### src/rtl/seg_scan_ctrl.sv
// seg_scan_ctrl: scan sequencer, blink generator and two-requester update arbiter
// for an 8-digit 7-segment display driver.
// Optional feature macro: SEG_FRAME_SYNC_EN
//   defined   - an accepted update commits to data/le/point on the next frame
//               boundary (last tick of digit 7), so a frame never tears.
//   undefined - an accepted update commits on the cycle after it is accepted.
module seg_scan_ctrl #(
    parameter logic [15:0] SCAN_DIV     = 16'd50000,
    parameter logic [7:0]  BLINK_FRAMES = 8'd125
) (
    input  logic        clk,
    input  logic        rst_n,
    input  logic        req0_valid,
    input  logic [31:0] req0_data,
    input  logic [7:0]  req0_le,
    input  logic [7:0]  req0_point,
    output logic        req0_ready,
    input  logic        req1_valid,
    input  logic [31:0] req1_data,
    input  logic [7:0]  req1_le,
    input  logic [7:0]  req1_point,
    output logic        req1_ready,
    input  logic        blink_en,
    output logic [31:0] data,
    output logic [7:0]  le,
    output logic [7:0]  point,
    output logic [2:0]  scan,
    output logic        flash,
    output logic        frame_end,
    output logic        owner
);

    localparam logic [15:0] DivLast   = SCAN_DIV - 16'd1;
    localparam logic [7:0]  FrameLast = BLINK_FRAMES - 8'd1;

    typedef enum logic {StIdle, StPend} state_e;

    // Scan and blink state
    logic [15:0] r_div_cnt;
    logic [2:0]  r_scan;
    logic        r_frame_end;
    logic [7:0]  r_frame_cnt;
    logic        r_flash;

    // Update path state
    state_e      r_state;
    logic [31:0] r_shd_data;
    logic [7:0]  r_shd_le;
    logic [7:0]  r_shd_point;
    logic [31:0] r_data;
    logic [7:0]  r_le;
    logic [7:0]  r_point;
    logic        r_owner;

    logic        w_tick;
    logic        w_boundary;
    logic        w_frame_wrap;
    logic        w_idle;
    logic        w_grant0;
    logic        w_grant1;
    logic        w_xfer;
    logic        w_commit;
    logic [31:0] w_pl_data;
    logic [7:0]  w_pl_le;
    logic [7:0]  w_pl_point;

    // Slot tick, frame boundary and blink-frame wrap decode
    always_comb begin
        w_tick       = (r_div_cnt == DivLast);
        w_boundary   = w_tick && (r_scan == 3'd7);
        w_frame_wrap = (r_frame_cnt == FrameLast);
    end

    // Round-robin grant: with both requesters valid, favour the one that did not win last
    always_comb begin
        w_idle     = (r_state == StIdle);
        w_grant1   = req1_valid && (!req0_valid || !r_owner);
        w_grant0   = req0_valid && (!req1_valid || r_owner);
        req0_ready = w_idle && w_grant0;
        req1_ready = w_idle && w_grant1;
        w_xfer     = (req0_valid && req0_ready) || (req1_valid && req1_ready);
        w_pl_data  = w_grant1 ? req1_data  : req0_data;
        w_pl_le    = w_grant1 ? req1_le    : req0_le;
        w_pl_point = w_grant1 ? req1_point : req0_point;
    end

    // Commit condition for a pending update
    always_comb begin
`ifdef SEG_FRAME_SYNC_EN
        w_commit = (r_state == StPend) && w_boundary;
`else
        w_commit = (r_state == StPend);
`endif
    end

    // Prescaler, digit scan index and registered frame-end pulse
    always_ff @(posedge clk or negedge rst_n) begin
        if (!rst_n) begin
            r_div_cnt   <= 16'd0;
            r_scan      <= 3'd0;
            r_frame_end <= 1'b0;
        end else begin
            if (w_tick) begin
                r_div_cnt <= 16'd0;
                r_scan    <= r_scan + 3'd1;
            end else begin
                r_div_cnt <= r_div_cnt + 16'd1;
            end
            r_frame_end <= w_boundary;
        end
    end

    // Blink phase: toggles every BLINK_FRAMES frames, held low and restarted when disabled
    always_ff @(posedge clk or negedge rst_n) begin
        if (!rst_n) begin
            r_frame_cnt <= 8'd0;
            r_flash     <= 1'b0;
        end else if (!blink_en) begin
            r_frame_cnt <= 8'd0;
            r_flash     <= 1'b0;
        end else if (w_boundary) begin
            if (w_frame_wrap) begin
                r_frame_cnt <= 8'd0;
                r_flash     <= ~r_flash;
            end else begin
                r_frame_cnt <= r_frame_cnt + 8'd1;
            end
        end
    end

    // Update FSM: capture granted payload into shadow, then commit it to the display registers
    always_ff @(posedge clk or negedge rst_n) begin
        if (!rst_n) begin
            r_state     <= StIdle;
            r_shd_data  <= 32'd0;
            r_shd_le    <= 8'hFF;
            r_shd_point <= 8'd0;
            r_data      <= 32'd0;
            r_le        <= 8'hFF;
            r_point     <= 8'd0;
            r_owner     <= 1'b0;
        end else begin
            unique case (r_state)
                StIdle: begin
                    // A capture on a boundary cycle waits for the following boundary
                    if (w_xfer) begin
                        r_shd_data  <= w_pl_data;
                        r_shd_le    <= w_pl_le;
                        r_shd_point <= w_pl_point;
                        r_owner     <= w_grant1;
                        r_state     <= StPend;
                    end
                end
                StPend: begin
                    if (w_commit) begin
                        r_data  <= r_shd_data;
                        r_le    <= r_shd_le;
                        r_point <= r_shd_point;
                        r_state <= StIdle;
                    end
                end
                default: r_state <= StIdle;
            endcase
        end
    end

    assign data      = r_data;
    assign le        = r_le;
    assign point     = r_point;
    assign scan      = r_scan;
    assign flash     = r_flash;
    assign frame_end = r_frame_end;
    assign owner     = r_owner;

endmodule

### config.mk
export PLATFORM = sky130hd
export DESIGN_NAME = seg_scan_ctrl
export DESIGN_NICKNAME = d
export VERILOG_FILES = /design/src/rtl/seg_scan_ctrl.sv
export SDC_FILE = /design/constraint.sdc
export NUM_CORES = 1
export LEC_CHECK = 0
export BUFFER_PORTS_ARGS = -buffer_cell sky130_fd_sc_hd__buf_2
export CAP_MARGIN = 25
export CORE_MARGIN = 2
export CORE_UTILIZATION = 47
export CTS_CLUSTER_SIZE = 25
export DETAILED_ROUTE_END_ITERATION = 10
export PLACE_DENSITY = 0.76
export SLEW_MARGIN = 40
export SYNTH_ARGS = -nofsm -noshare
export SYNTH_HDL_FRONTEND = slang
export SYNTH_SLANG_ARGS = --single-unit
### constraint.sdc
create_clock -name clk -period 2 [get_ports clk]
set_input_delay 0 -clock clk [delete_from_list [all_inputs] [get_ports clk]]
set_output_delay 0 -clock clk [all_outputs]
set_load 0.01 [all_outputs]
* Word level (Yosys, flattened, before mapping)
Cells that the tools add are included.
** Word-level totals
- Input port bits :: 101
- Output and inout bits :: 56
- Logic and storage cells :: 50
- Flip-flop bits (word level) :: 127
** Cells by class
- Reductions and logical operators :: 15
- Bitwise gates (word level) :: 2
- Eq/ne operators :: 5
- $add $sub $neg :: 3
- Multiplexer cells :: 12
** Operators with widths (number)
- $mux 8 :: 5
- $mux 32 :: 1
- $add 16x1->16 const B :: 1
- $eq 16x16->1 const B :: 1
- $mux 16 :: 1
- $add 8x1->8 const B :: 1
- $eq 8x7->1 const B :: 1
- $logic_and 1x1->1 :: 7
- $mux 1 :: 4
- $ne 2x1->1 const B :: 2
- $reduce_and 2->1 :: 2
- $add 3x1->3 const B :: 1
- $eq 3x3->1 const B :: 1
- $logic_not 1->1 :: 3
- $logic_or 1x1->1 :: 3
- $not 1->1 :: 2
- $pmux 1 s2 :: 1

* Depth between registers and ports, before layout
Gate-level depths: netlist of the first run.
- Word-level depth :: 8
- Depth in mapped cells :: 7
- Mapped depth without buffers :: 7

* Least setup slack after synthesis of the first run
Ideal clock, no wire load.
- Kind :: flip-flop to flip-flop
- Start point :: register r_div_cnt[5]
- End point :: register r_flash (netlist: flash)
- Slack :: -0.024 ns
- Clock period less this slack :: 2.024 ns
- Buffers on the path :: 1
- Library setup time :: 0.127 ns
- Stages on the path, launching flop included :: 6
- Data arrival time :: 1.896 ns
- Required time :: 1.873 ns
- Cells stage by stage :: dfrtp_1 -> or4b_4 -> or4_4 -> clkbuf_1 -> o21ai_0 -> a21boi_1
** Between the ends
- Word-level cells in the longest chain between the ends :: 4
** Ends and longest elaborated chain
- start: declaration :: line 39 : logic [15:0] r_div_cnt;
- start signal: assignment :: line 107 : r_div_cnt <= r_div_cnt + 16'd1;
- $eq 16x16->1 :: line 69 : w_tick = (r_div_cnt == DivLast);
- $logic_and 1x1->1 :: line 70 : w_boundary = w_tick && (r_scan == 3'd7);
- $ne 2x1->1 (no line)
- $reduce_and 2->1 (no line)
- end signal: assignment :: line 124 : r_flash <= ~r_flash;
- end: declaration :: line 43 : logic r_flash;
Every way passes these cells.
A chain may end at the register's enable or synchronous reset.

* Worst setup path in the final report of the first run
- Start point :: register r_div_cnt[13]
- End point :: register r_flash (netlist: flash)
The elaborated chain is that of the path after synthesis.

==> results of run 1 <==
==> final timing paths <==
path | startpoint | endpoint | slack (ns) | cells past startpoint
min | rst_n | data[20] | 0.12 | 2
max | r_div_cnt[13] | flash | -0.004 | 4
max in group asynchronous | rst_n | data[3] | 1.09 | 3
max reg2reg | r_div_cnt[13] | flash | -0.004 | 4
min in group clk | req0_valid | r_state | 0.37 | 4
min reg2reg | r_div_cnt[0] | r_div_cnt[0] | 0.47 | 1
==> registers in the layout (all words and copies together) (netlist names) <==
signal	cells
flash	1
frame_end	1
r_shd_data	32
scan	3
point	8
le	8
r_shd_point	8
data	32
r_state	1
r_frame_cnt	8
owner	1
r_shd_le	8
r_div_cnt	16
==> cell usage in the layout (no fill, tap or decap), types with 4 or more instances in the layout <==
cell,n
buf_2,155
dfrtp_1,110
dlygate4sd3_1,105
nand2_1,65
mux2_2,51
mux2i_1,49
o21ai_0,49
buf_4,21
clkbuf_16,20
dfstp_2,16
nor2_1,10
nand4_1,8
xor2_1,8
inv_1,5
xnor2_1,5
o22ai_1,5
ha_1,5
clkbuf_8,5
nand3_1,4
clkinv_2,4
==> layer usage <==
| layer | vias to the layer above | global-route usage | share of wire | routed length, um |
|---|---|---|---|---|
| li1 | 2174 | - | - | - |
| met1 | 2315 | 0.269 | 0.40 | 6200 |
| met2 | 169 | 0.439 | 0.53 | 8160 |
| met3 | 42 | 0.0475 | 0.039 | 607 |
| met4 | 0 | 0.132 | 0.033 | 509 |
| met5 | - | 0 | 0 | 0 |
==> cell type report <==
class                   instances  share of cell area
flip-flops and latches        127               0.382
multi-input cells             300               0.262
repair buffers                290               0.257
clock buffers                  22              0.0590
well taps                     143              0.0214
clock inverters                10              0.0158
inverters                       6             0.00299
==> where the power goes <==
part           switching, mW  internal (mW)
Combinational          0.880           1.00
Sequential             0.274           3.16
Clock                   1.09           2.12
Total                   2.25           6.28
==> stage by stage <==
stage                util  cells  hold WS (ns)  cell area [um^2]  setup slack [ns]
detailed placement  0.574    751        0.0296              6550           -0.0103
CTS                 0.721    889         0.140              8230           -0.0137
global placement    0.574    751        0.0175              6550           0.00831
floorplan               -    458        -0.296              5490            0.0320
global route        0.734    898         0.164              8380           -0.0700
finish              0.734    898         0.125              8380          -0.00389
==> kinds of logic (layout without fill, tap and decap cells) <==
group           after synthesis  after routing  share of synthesized area
simple gates                117            117                      0.107
compound gates               64             64                     0.0613
mux                         101            101                      0.196
xor+xnor                     13             13                     0.0207
buf+inv                      31            328                     0.0219
fa+ha+maj                     5              5                     0.0114
flops                       127            127                      0.582
==> critical path: stages, from the launching register on <==
cell and delay (ns):
dfrtp_1 0.37, or4bb_1 0.53, or4_4 0.55, or3_1 0.36
a21boi_1 0.12
==> timing repair <==
item / 4_1_cts / 5_1_grt
hold buffers: 105 / 0
pin swaps: 2 / 2
gates resized for setup: 0 / 12
setup endpoints to repair: 1 / 51
gates cloned: 0 / 4
endpoints found under the hold margin: 99 / 0
buffers inserted: 1 / 5
==> flow_metrics.py, run 1 <==
metrics = {
    "route": {
        "num_vias": 4700,
        "drc_errors": 0,
        "routed_wl_um": 15500,
        "drtIter0Drc": 191,
        "vias_per_cell": 5.23,
        "routedWlPerCell_um": 17.2,
        "antenna_left": 0,
        "drt_pre_antenna_iters": 4,
    },
    "global_routing": {
        "antenna_found_initial": 0,
        "globalRouteOverflowTotal": 0,
        "grt_start_max_net_pins": 79,
        "grtUsageTotal": 0.243,
        "grt_pass1_wl_um": 24100,
        "grt_pass1_vias": 5048,
    },
    "finish": {
        "seq_area_um2": 3200,
        "fillCellCount": 757,
        "num_antenna_cells": 0,
        "area_delta_synth_final_pct": 52.6,
        "layout-drive-gt1-share": 0.392,
        "finalNetCount": 848,
        "multi_input_area_um2": 2200,
    },
    "synthesis": {
        "syn-cell-area_um2": 5490,
        "synth_top_flop_cell": "dfrtp_1",
        "synthTopCellsByCount": "dfrtp_1, nand2_1, mux2_2",
        "synth_warnings": 0,
        "synthCells": 458,
        "ys_types": 38,
        "synthMostInstantiatedCell": "dfrtp_1",
        "yosysTopAreaCell": "dfrtp_1",
        "syn_nets": 564,
        "synth-edff-count": 0,
        "ys_top_cells_by_area": "dfrtp_1, mux2_2, mux2i_1, dfstp_2, o21ai_0",
        "yosysTopAreaCellShare": 0.506,
        "ys_async_sr_fraction": 1.00,
        "yosys_register_bits": 127,
        "ys_seq_area_frac": 0.582,
        "postSynthAreaPerCell_um2": 12.0,
    },
    "outcome": {
        "status": "finished, violations left",
        "violations": "setup timing",
    },
    "place": {
        "dp_hpwl_um": 8100,
        "port_buffers": 156,
        "place.gp.congestion": 0.858,
    },
    "floorplan": {
        "die_area_um2": 12600,
        "initial_core_util": 0.481,
        "io-pin-count": 157,
        "core_um2": 11400,
        "rows": 39,
        "die_height_um": 112,
        "die_x_um": 112,
    },
    "timing": {
        "worst_slew_pin_slew_ns": 0.571,
        "hold_viol": 0,
        "fin_tns_setup_ns": -0.00389,
        "period_minus_slack_ns": 2.00,
        "period_share": 1.00,
        "finalClockSkew_ns": 0.0121,
        "maxSlewViolCount": 0,
        "worst_slack_ns": -0.00389,
        "setup_viol": 1,
        "grt_setup_unrepaired": "yes",
        "fmax_ghz": 0.499,
        "relSlewSlack": 0.619,
    },
    "power": {
        "powerDensity_nw_per_um2": 1020,
        "power_mw": 8.52,
        "p_leak_nw": 4.01,
        "peakVddDrop_v": 0.000774,
    },
    "clock_network": {
        "clk_pin_slew_ns": 0.06,
        "clkLatencyLatePin_ns": 0.41,
        "h-tree-depth": 4,
        "numCtsBuffers": 17,
        "tritoncts": "yes",
        "clockBufferDepth": 2,
        "clock_sinks": 127,
        "clockRootBuffer": "clkbuf_16",
    },
    "setup_path": {
        "start_kind": "flip-flop",
        "cp_max_fo": 5,
        "cp-end-kind": "flip-flop",
        "cp.arrival_ns": 2.35,
        "worstPathRequired_ns": 2.34,
        "crit_type": "flip-flop to flip-flop",
    },
    "worst_hold_path": {
        "min_path_type": "input pin to asynchronous set/reset pin",
    },
    "flow_run": {
        "timing.max_cap.violations": 0,
    },
}
Power figures use the tool's default switching activity.
==> run 2: changes to the inputs <==
--- a/config.mk
+++ b/config.mk
@@ -11,7 +11,8 @@
 export CORE_UTILIZATION = 47
 export CTS_CLUSTER_SIZE = 25
 export DETAILED_ROUTE_END_ITERATION = 10
-export PLACE_DENSITY = 0.76
+export PLACE_DENSITY_LB_ADDON = 0.05
+export RECOVER_POWER = 25
 export SLEW_MARGIN = 40
 export SYNTH_ARGS = -nofsm -noshare
 export SYNTH_HDL_FRONTEND = slang
==> run 2 against run 1 <==
  * The flow still finishes with violations (setup timing)
  * Combinational power fell by 7%
  * Register-to-register slack worse by 0.03 ns
  * Clock-buffer cell count grew 5
  * Cell count down 0.33%
  * Worst hold slack improved by 0.14 ns
  * Global-route usage fell by 2.2 points
  * Sequential cell count unchanged
  * Highest routed layer unchanged
==> flow_metrics.py, run 2 (synthesis gave the netlist of run 1 again) <==
metrics = {
    "outcome": {
        "status": "finished, violations left",
        "violations": "setup timing",
    },
    "worst_hold_path": {
        "min_path_type": "input pin to asynchronous set/reset pin",
    },
    "global_routing": {
        "grt_pass1_vias": 4661,
        "grt_start_max_net_pins": 53,
        "grtUsageTotal": 0.221,
        "globalRouteOverflowTotal": 0,
        "grt_pass1_wl_um": 22200,
        "antenna_found_initial": 0,
    },
    "flow_run": {
        "timing.max_cap.violations": 0,
    },
    "floorplan": {
        "core_um2": 11400,
        "die_x_um": 112,
        "die_area_um2": 12600,
        "io-pin-count": 157,
        "initial_core_util": 0.481,
        "die_height_um": 112,
        "rows": 39,
    },
    "clock_network": {
        "clockRootBuffer": "clkbuf_16",
        "clkLatencyLatePin_ns": 0.41,
        "numCtsBuffers": 17,
        "clock_sinks": 127,
        "clk_pin_slew_ns": 0.05,
        "tritoncts": "yes",
        "clockBufferDepth": 2,
        "h-tree-depth": 4,
    },
    "timing": {
        "maxSlewViolCount": 0,
        "fmax_ghz": 0.492,
        "period_share": 1.02,
        "relSlewSlack": 0.361,
        "fin_tns_setup_ns": -0.0335,
        "worst_slack_ns": -0.0335,
        "worst_hold_slack_ns": 0.262,
        "hold_viol": 0,
        "worst_slew_pin_slew_ns": 0.958,
        "setup_viol": 1,
        "grt_setup_unrepaired": "yes",
        "period_minus_slack_ns": 2.03,
        "finalClockSkew_ns": 0.00448,
    },
    "setup_path": {
        "start_kind": "flip-flop",
        "cp.arrival_ns": 2.37,
        "cp-end-kind": "flip-flop",
        "r2r-end": "flash",
        "crit_start": "r_div_cnt[4]",
        "rr_startpoint": "r_div_cnt[4]",
        "crit_path_end": "flash",
        "cp_max_fo": 5,
        "r2r_cells": 4,
        "worstPathRequired_ns": 2.34,
        "r2r_slack_ns": -0.03,
        "crit_type": "flip-flop to flip-flop",
    },
    "power": {
        "peakVddDrop_v": 0.000690,
        "power_mw": 7.96,
        "p_leak_nw": 3.94,
        "powerDensity_nw_per_um2": 967,
    },
    "finish": {
        "finalInstanceArea_um2": 8230,
        "utilization": 0.721,
        "finalNetCount": 845,
        "num_antenna_cells": 0,
        "layout_commonest_cell": "buf_2",
        "multi_input_area_um2": 2200,
        "fillCellCount": 835,
        "final_cell_mix": "buf_2, dfrtp_1, dlygate4sd3_1, nand2_1, mux2_2",
        "seq_area_um2": 3200,
        "layout-drive-gt1-share": 0.386,
        "area_delta_synth_final_pct": 49.9,
        "instances_no_fill": 895,
    },
    "route": {
        "routed_wl_um": 13200,
        "routedWlPerCell_um": 14.7,
        "drc_errors": 0,
        "drt_pre_antenna_iters": 4,
        "drtIter0Drc": 177,
        "num_vias": 4455,
        "vias_per_cell": 4.98,
        "antenna_left": 0,
    },
    "place": {
        "dp_hpwl_um": 7810,
        "port_buffers": 156,
        "dpl_cell_area_um2": 6560,
        "place_ws_ns": -0.0276,
        "place.gp.congestion": 0.796,
        "dpl.cell_count": 752,
    },
}
==> run 2: changes by cell type in the layout (fill, tap and decap cells not counted), sizes merged <==
cell,delta
clkinvlp,-2
buf,-6
dlygate4sd3,+1
clkbuf,+7
bufinv,-3
==> run 2: cell type report <==
cell class,count,area share
Clock buffer,27,0.0635
Clock inverter,5,0.00334
Multi-Input combinational cell,300,0.267
Timing Repair Buffer,287,0.253
Tap cell,143,0.0217
Inverter,6,0.00274
Sequential cell,127,0.389
==> run 2: how the worst min path moves through the flow <==
| stage | slack [ns] | cells past startpoint | start | end |
|---|---|---|---|---|
| floorplan | -0.30 | 0 | rst_n | data[0] |
| global placement | 0.0005 | 1 | rst_n | data[6] |
| detailed placement | 0.005 | 1 | rst_n | data[6] |
| CTS | 0.12 | 2 | rst_n | data[6] |
| global route | 0.36 | 5 | req0_valid | r_shd_point[3] |
| finish | 0.26 | 2 | rst_n | data[6] |
==> run 2: worst max-delay path, cell delays in order (launching register included) <==
cell and delay [ns]:
dfrtp_1 0.38, or4b_4 0.54, or4_4 0.54, or3_4 0.39, a21boi_2 0.12
==> run 2: what timing repair did <==
item	CTS	global route
cloned	0	2
resized for setup	0	6
hold endpoints to repair	94	0
endpoints found under the setup margin	2	24
pin swaps	0	3
hold buffers	106	0
setup buffers	0	3
==> run 2: report_power, final <==
part	switching [mW]	internal (mW)
logic	0.818	0.934
clock network	1.03	1.77
registers	0.249	3.16
total	2.10	5.87
==> run 2: layer usage <==
layer  track usage  vias up  wire (um)
met5             0        -          0
met3        0.0670       21        695
met2         0.374      122       6640
met4        0.0837        0        234
li1              -     2168          -
met1         0.266     2144       5610
